===== config.mk =====
export PLATFORM = sky130hd
export DESIGN_NAME = resp_checker_misr
export DESIGN_NICKNAME = d
export VERILOG_FILES = /design/src/rtl/resp_checker_pkg.sv /design/src/rtl/resp_checker_misr.sv
export SDC_FILE = /design/constraint.sdc
export NUM_CORES = 1
export LEC_CHECK = 0
export BUFFER_PORTS_ARGS = -buffer_cell sky130_fd_sc_hd__buf_2
export CORE_MARGIN = 5
export CORE_UTILIZATION = 43
export DETAILED_ROUTE_END_ITERATION = 10
export PLACE_DENSITY_LB_ADDON = 0.12
export SYNTH_ARGS = -nofsm -noshare
export SYNTH_HDL_FRONTEND = slang
export SYNTH_SLANG_ARGS = --single-unit

===== constraint.sdc =====
create_clock -name clk -period 1.3 [get_ports clk]
set_clock_uncertainty 0.05 [all_clocks]
set_input_delay 0.065 -clock clk [delete_from_list [all_inputs] [get_ports clk]]
set_output_delay 0.065 -clock clk [all_outputs]
set_load 0.01 [all_outputs]

===== src/rtl/resp_checker_pkg.sv =====
// Shared types and constants for the resp_checker response checker:
// state encoding, MISR polynomial/seed and the intended DUT function.
package resp_checker_pkg;

    typedef enum logic [1:0] {IDLE, ARM, CHECK, DONE} state_t;

    // x^16 + x^12 + x^5 + 1, feedback taps on bits 12, 5 and 0
    localparam logic [15:0] MISR_POLY = 16'h1021;
    localparam logic [15:0] MISR_SEED = 16'hFFFF;

    function automatic logic exp_fn(input logic a, input logic b, input logic c);
        return (a | b) & c;
    endfunction

endpackage


===== src/rtl/resp_checker_misr.sv =====
// 16-bit multiple-input signature register; seeded on load, folds din into
// the low nibble on every enabled cycle.
module resp_checker_misr
    import resp_checker_pkg::*;
(
    input  logic        clk,
    input  logic        reset,
    input  logic        load,
    input  logic        en,
    input  logic [3:0]  din,
    output logic [15:0] sig
);

    logic [15:0] sig_next;

    always_comb begin
        sig_next = {sig[14:0], 1'b0} ^ {12'h000, din};
        if (sig[15]) begin
            sig_next = sig_next ^ MISR_POLY;
        end
    end

    always_ff @(posedge clk) begin
        if (reset) begin
            sig <= '0;
        end else if (load) begin
            sig <= MISR_SEED;
        end else if (en) begin
            sig <= sig_next;
        end
    end

endmodule


== Word-level counts from Yosys, hierarchy flattened ==
Index checks and enable logic that the tools add are counted.
W data, S select, Z words.

* Flip-flop bits (word level): 16

* Muxes and demuxes: 3
* Reduce and logical (&&, ||, !) cells: 1
* Bitwise gates (word level): 2

{| class="wikitable"
|+ Operators by type and width
! cell !! count
|-
| $mux W16 || 2
|-
| $xor A16 B4 Y16 || 1
|-
| $mux W13 || 1
|-
| $not A3 Y3 || 1
|-
| $reduce_bool A2 Y1 || 1
|}

== Longest topological paths before layout ==
Gate-level depths: netlist of run 1.

* Word-level depth: 5
* Depth in mapped cells: 4
* Gate-level depth less buffers: 2

== Least setup slack after synthesis of run 1 ==
Ideal clock, no wire load.

* Kind: register to register
* Start point: register sig[15]
* End point: register sig[0]
* Data arrival time: 0.753 ns
* Path buffers: 0
* Slack: 0.418 ns
* Clock period less this slack: 0.882 ns
* Cell stages (with the launch flop): 3
* Path through: dfxtp_1 -> xnor2_1 -> a211oi_2

* Word-level cells in the longest chain between the ends: 3

{| class="wikitable"
|+ Ends and longest elaborated chain
! item !! line !! source
|-
| start: declaration || resp_checker_misr.sv:11 || <nowiki>output logic [15:0] sig</nowiki>
|-
| start signal: assignment || resp_checker_misr.sv:29 || <nowiki>sig <= sig_next;</nowiki>
|-
| $mux W13 || resp_checker_misr.sv:18 || <nowiki>if (sig[15]) begin</nowiki>
|-
| $mux W16 || resp_checker_misr.sv:28 || <nowiki>end else if (en) begin</nowiki>
|-
| $mux W16 || resp_checker_misr.sv:26 || <nowiki>end else if (load) begin</nowiki>
|}

Every way passes these cells. The select of a mux whose other input is x is not followed.
A chain may end at the register's enable or synchronous reset.

== Final worst setup path of run 1 ==
* Start point: register sig[15]
* End point: output port sig[15]

No word-level cell between the ends.

==> flow_summary.ini, run 1 <==
[outcome]
status = finished clean

[worst_setup_path]
r2r_slack_ns = 0.42
endpoint_kind = output port
critical_path_buf_inv_count = 1
crit_chain = buf_2
worstPathMaxFanout = 5
worst_path_largest_cell_delay_ns = 0.44
worstPathArrival_ns = 0.89
path_delay_family = flip-flops
worstReg2RegStart = sig[15]
r2r_cells = 2
crit_slowest_cell = dfxtp_1
worst_setup_path_start_kind = flop
crit_type = flop to output port
r2r-end = sig[0]
required_ns = 1.19

[placed_design]
dp_hpwl_um = 991
gp_congestion = 0.633
placed_area_um2 = 801
portBuffers = 23

[clocking]
clkSinkCount = 16
clock_latency_ns = 0.28
postCtsSetupBuffers = 0
cts_tree = done
clock-root-buffer = clkbuf_4
numCtsBuffers = 3
clockBufferDepth = 2
cts_resized = 0
clk_pin_slew_worst_paths_ns = 0.08
hold_buffers = 0
cts_max_level = 1

[cells_and_area]
top_regs = sig (16)
final_cell_mix = 23 x buf_2, 16 x dfxtp_1, 10 x mux2i_1, 10 x a21oi_1
antenna_cells = 0
nets = 93
final_common_cell = buf_2
largest_register = sig
largest_register_ffs = 16
drive_gt1_frac = 0.422
finish.instance_area_um2 = 823
fillCellCount = 152
syn_to_final_growth_pct = 19.0

[die]
core_area_um2 = 1520
initial_core_util = 0.454
fp-row-count = 14
dieArea_um2 = 2510
die-width_um = 50.1
io_pins = 24
die_y_um = 50.1

[sta]
setup_viol = 0
maxClockFrequency_ghz = 0.993
worst_pin_slew_ns = 0.363
final.setup.tns_ns = 0
hold_viol_final = 0
maxSlewViolCount = 0
fin_crit_sh = 0.775
slew_headroom = 0.758
holdWs_ns = 0.0441
rsz0062_at_grt = no
min_period_ns = 1.01

[grt]
grt-ovfl-total = 0
grt_pass1_wl_um = 2250
antenna_found_initial = 0
grt_usage = 0.117
grt_max_degree = 17
grt_pass1_vias = 484

[power_and_ir_drop]
power_density_nw_per_um2 = 1240
vdd_drop_max_uv = 685
power.leakage_nw = 0.373

[synthesis]
ys_seq_area_frac = 0.463
syn_inst = 61
synth-seq-cells = 16
yosys_warnings = 0
synth_fp_nets = 69
synth_area_um2 = 692
synth_area_per_cell_um2 = 11.3
synth.distinct_cells = 11

[detailed_routing]
wl_per_cell_um = 14.0
drt-pass1-iter-count = 1
drtIter0Drc = 0
via_per_inst = 5.23
ant_nets = 0
drc = 0
wirelength_um = 1390
num_vias = 518

[worst_hold_path]
hold_path_startpoint = din[1]
hold_path_end = sig[1]
min_delay_path_depth = 3
hp-class = input pin to flop

[run]
max_cap_violations = 0
[synth_stat cells]
cell type / count / area [um^2]
dfxtp_1: 16 / 320
xnor2_1: 6 / 52.6
mux2i_1: 10 / 100
nor3_1: 6 / 30.0
a21oi_1: 10 / 50.1
buf_12: 1 / 20.0
buf_6: 1 / 11.3
inv_2: 1 / 3.75
a211oi_2: 6 / 75.1
buf_2: 3 / 15.0
nor2b_4: 1 / 13.8
[per-stage QoR]
stage	worst slack (ns)	power (mW)	util	cells
2_1_floorplan	0.418	0.715	-	61
3_3_place_gp	0.428	0.777	0.525	96
3_5_place_dp	0.407	0.781	0.525	96
4_1_cts	0.275	1.03	0.540	99
5_1_grt	0.202	1.08	0.540	99
6_report	0.293	1.02	0.540	99
[worst max-delay path by stage]
stage	from	end	slack (ns)	depth (start not counted)
3_5_place_dp	en	sig[6]	0.41	4
5_1_grt	sig[15]	sig[15]	0.20	1
2_1_floorplan	sig[15]	sig[0]	0.42	2
3_3_place_gp	en	sig[8]	0.43	4
6_report	sig[15]	sig[15]	0.29	1
4_1_cts	sig[15]	sig[15]	0.27	1
[area by class of cell]
class / instances / area (um^2) / area share
sequential: 16 / 320 / 0.389
inverter: 1 / 3.75 / 0.00456
clock buffer: 3 / 22.5 / 0.0274
tap: 16 / 20.0 / 0.0243
multi-input combinational: 39 / 322 / 0.391
timing repair buffer: 24 / 135 / 0.164
[logic make-up (layout without fill, tap and decap cells)]
| kind of cell | after synthesis | after routing | synth area share |
|---|---|---|---|
| AO/OA/AOI/OAI | 16 | 16 | 0.181 |
| XOR/XNOR | 6 | 6 | 0.0759 |
| buffers and inverters | 6 | 28 | 0.0723 |
| flip-flops | 16 | 16 | 0.463 |
| multiplexers | 10 | 10 | 0.145 |
| AND/OR/NAND/NOR | 7 | 7 | 0.0633 |
[metal layers]
metal / track usage / up-vias / wire length, um
li1: - / 263 / -
met1: 0.160 / 237 / 691
met2: 0.161 / 16 / 584
met3: 0.0331 / 2 / 92
met4: 0.0655 / 0 / 21
met5: 0 / - / 0
[worst reg2reg max path, stage by stage, from the launching register on]
cell      delay [ns]
dfxtp_1         0.44
xnor2_1         0.12
a211oi_2        0.20
[power by group]
part / internal, mW / leakage [nW] / switching [mW]
registers: 0.532 / 0.134 / 0.0337
logic: 0.0975 / 0.224 / 0.103
clock network: 0.107 / 0.0138 / 0.143
No activity file was read; power rests on OpenSTA's default activity.
==> run 2, diff against run 1 <==
==> constraint.sdc (replaced) <==
create_clock -name clk -period 0.97 [get_ports clk]
set_clock_uncertainty 0.05 [all_clocks]
set_input_delay 0.0485 -clock clk [delete_from_list [all_inputs] [get_ports clk]]
set_output_delay 0.0485 -clock clk [all_outputs]
set_load 0.01 [all_outputs]
==> flow_summary.ini, run 2 (synthesis gave the netlist of run 1 again) <==
[clocking]
clkSinkCount = 16
numCtsBuffers = 3
clk_pin_slew_worst_paths_ns = 0.09
clock_latency_ns = 0.28
cts_max_level = 1
clock-root-buffer = clkbuf_4
postCtsSetupBuffers = 0
clockBufferDepth = 2
hold_buffers = 0
cts_tree = done

[worst_setup_path]
required_ns = 0.87
path_delay_family = flip-flops
crit_type = flop to output port
critical_path_buf_inv_count = 1
crit_chain = buf_2
worstReg2RegStart = sig[1]
worst_path_largest_cell_delay_ns = 0.38
crit_slowest_cell = dfxtp_1
r2r-end = sig[2]
worstPathArrival_ns = 0.81
r2r_cells = 2
worstPathMaxFanout = 3
r2r_slack_ns = 0.12
endpoint_kind = output port
worst_setup_path_start_kind = flop

[power_and_ir_drop]
combPwrFrac = 0.184
power_switching_share = 0.268
internal_power_mw = 1.08
power.leakage_nw = 0.385
switchingPower_uw = 393
power_frac_seq = 0.517
power_density_nw_per_um2 = 1730
p_total_mw = 1.47
vdd_drop_max_uv = 834
clock_power_share = 0.299

[sta]
hold_viol_final = 0
setup_viol = 0
worst_pin_slew_ns = 0.342
fin_crit_sh = 0.939
maxClockFrequency_ghz = 1.10
rsz0062_at_grt = no
slew_headroom = 0.772
final.setup.tns_ns = 0
maxSlewViolCount = 0
min_period_ns = 0.911

[cells_and_area]
largest_register = sig
final_cell_mix = 23 x buf_2, 14 x dfxtp_1, 10 x mux2i_1, 10 x a21oi_1
top_regs = sig (16)
drive_gt1_frac = 0.459
antenna_cells = 0
nets = 94
syn_to_final_growth_pct = 22.8
fin_util = 0.557
final_common_cell = buf_2
largest_register_ffs = 16

[detailed_routing]
via_per_inst = 5.16
drc = 0
wirelength_um = 1390
num_vias = 521
drt-pass1-iter-count = 3
wl_per_cell_um = 13.8
drtIter0Drc = 1
ant_nets = 0

[die]
die_y_um = 50.1
dieArea_um2 = 2510
fp-row-count = 14
initial_core_util = 0.454
die-width_um = 50.1
core_area_um2 = 1520
io_pins = 24

[grt]
grt_pass1_wl_um = 2210
antenna_found_initial = 0
grt_usage = 0.118
grt_pass1_vias = 479
grt-ovfl-total = 0
grt_max_degree = 17

[run]
max_cap_violations = 0

[placed_design]
gp_congestion = 0.689
dp_hpwl_um = 1010
portBuffers = 23

[outcome]
status = finished clean

[worst_hold_path]
hold_path_startpoint = din[1]
hold_path_end = sig[1]
min_delay_path_depth = 3
hp-class = input pin to flop
-- run 2: through the flow --
| stage | instances | cell area (um^2) | setup slack [ns] | hold WS (ns) |
|---|---|---|---|---|
| 2_1_floorplan | 61 | 692 | 0.0876 | 0.224 |
| 3_3_place_gp | 97 | 808 | 0.126 | 0.324 |
| 3_5_place_dp | 97 | 808 | 0.0671 | 0.324 |
| 4_1_cts | 101 | 846 | 0.0178 | 0.0124 |
| 5_1_grt | 101 | 850 | 0.000461 | 0.00493 |
| 6_report | 101 | 850 | 0.0593 | 0.0251 |
-- run 2: layer usage --
layer  up-vias  global-route usage  routed length [um]
met5         -                   0                   0
met3         2              0.0331                  87
met4         0              0.0917                  12
li1        270                   -                   -
met1       235               0.149                 660
met2        14               0.165                 633
-- run 2: cell type report --
cell class              instances  area [um^2]
clock buffers                   4         36.3
flip-flops and latches         16          325
repair buffers                 25          143
fillers                       149          674
well taps                      16         20.0
multi-input cells              39          322
inverters                       1         3.75
-- run 2: worst max path at each step --
| stage | start | end | slack (ns) | cells past startpoint |
|---|---|---|---|---|
| detailed placement | sig[15] | sig[12] | 0.07 | 2 |
| CTS | sig[2] | sig[2] | 0.02 | 1 |
| finish | sig[11] | sig[11] | 0.06 | 1 |
| global route | sig[11] | sig[11] | 0.0005 | 1 |
| floorplan | sig[15] | sig[0] | 0.09 | 2 |
| global placement | sig[15] | sig[0] | 0.13 | 2 |
-- run 2: power by group through the flow --
stage	logic [mW]	clock network [mW]	registers, mW
floorplan	0.162	0	0.796
global placement	0.271	0	0.773
detailed placement	0.273	0	0.775
CTS	0.275	0.458	0.761
global route	0.293	0.501	0.769
finish	0.270	0.439	0.759
-- run 2: repair_timing --
item / 4_1_cts / 5_1_grt
endpoints found under the setup margin: 1 / 2
gates resized for setup: 1 / 2
hold endpoints to repair: 0 / 0
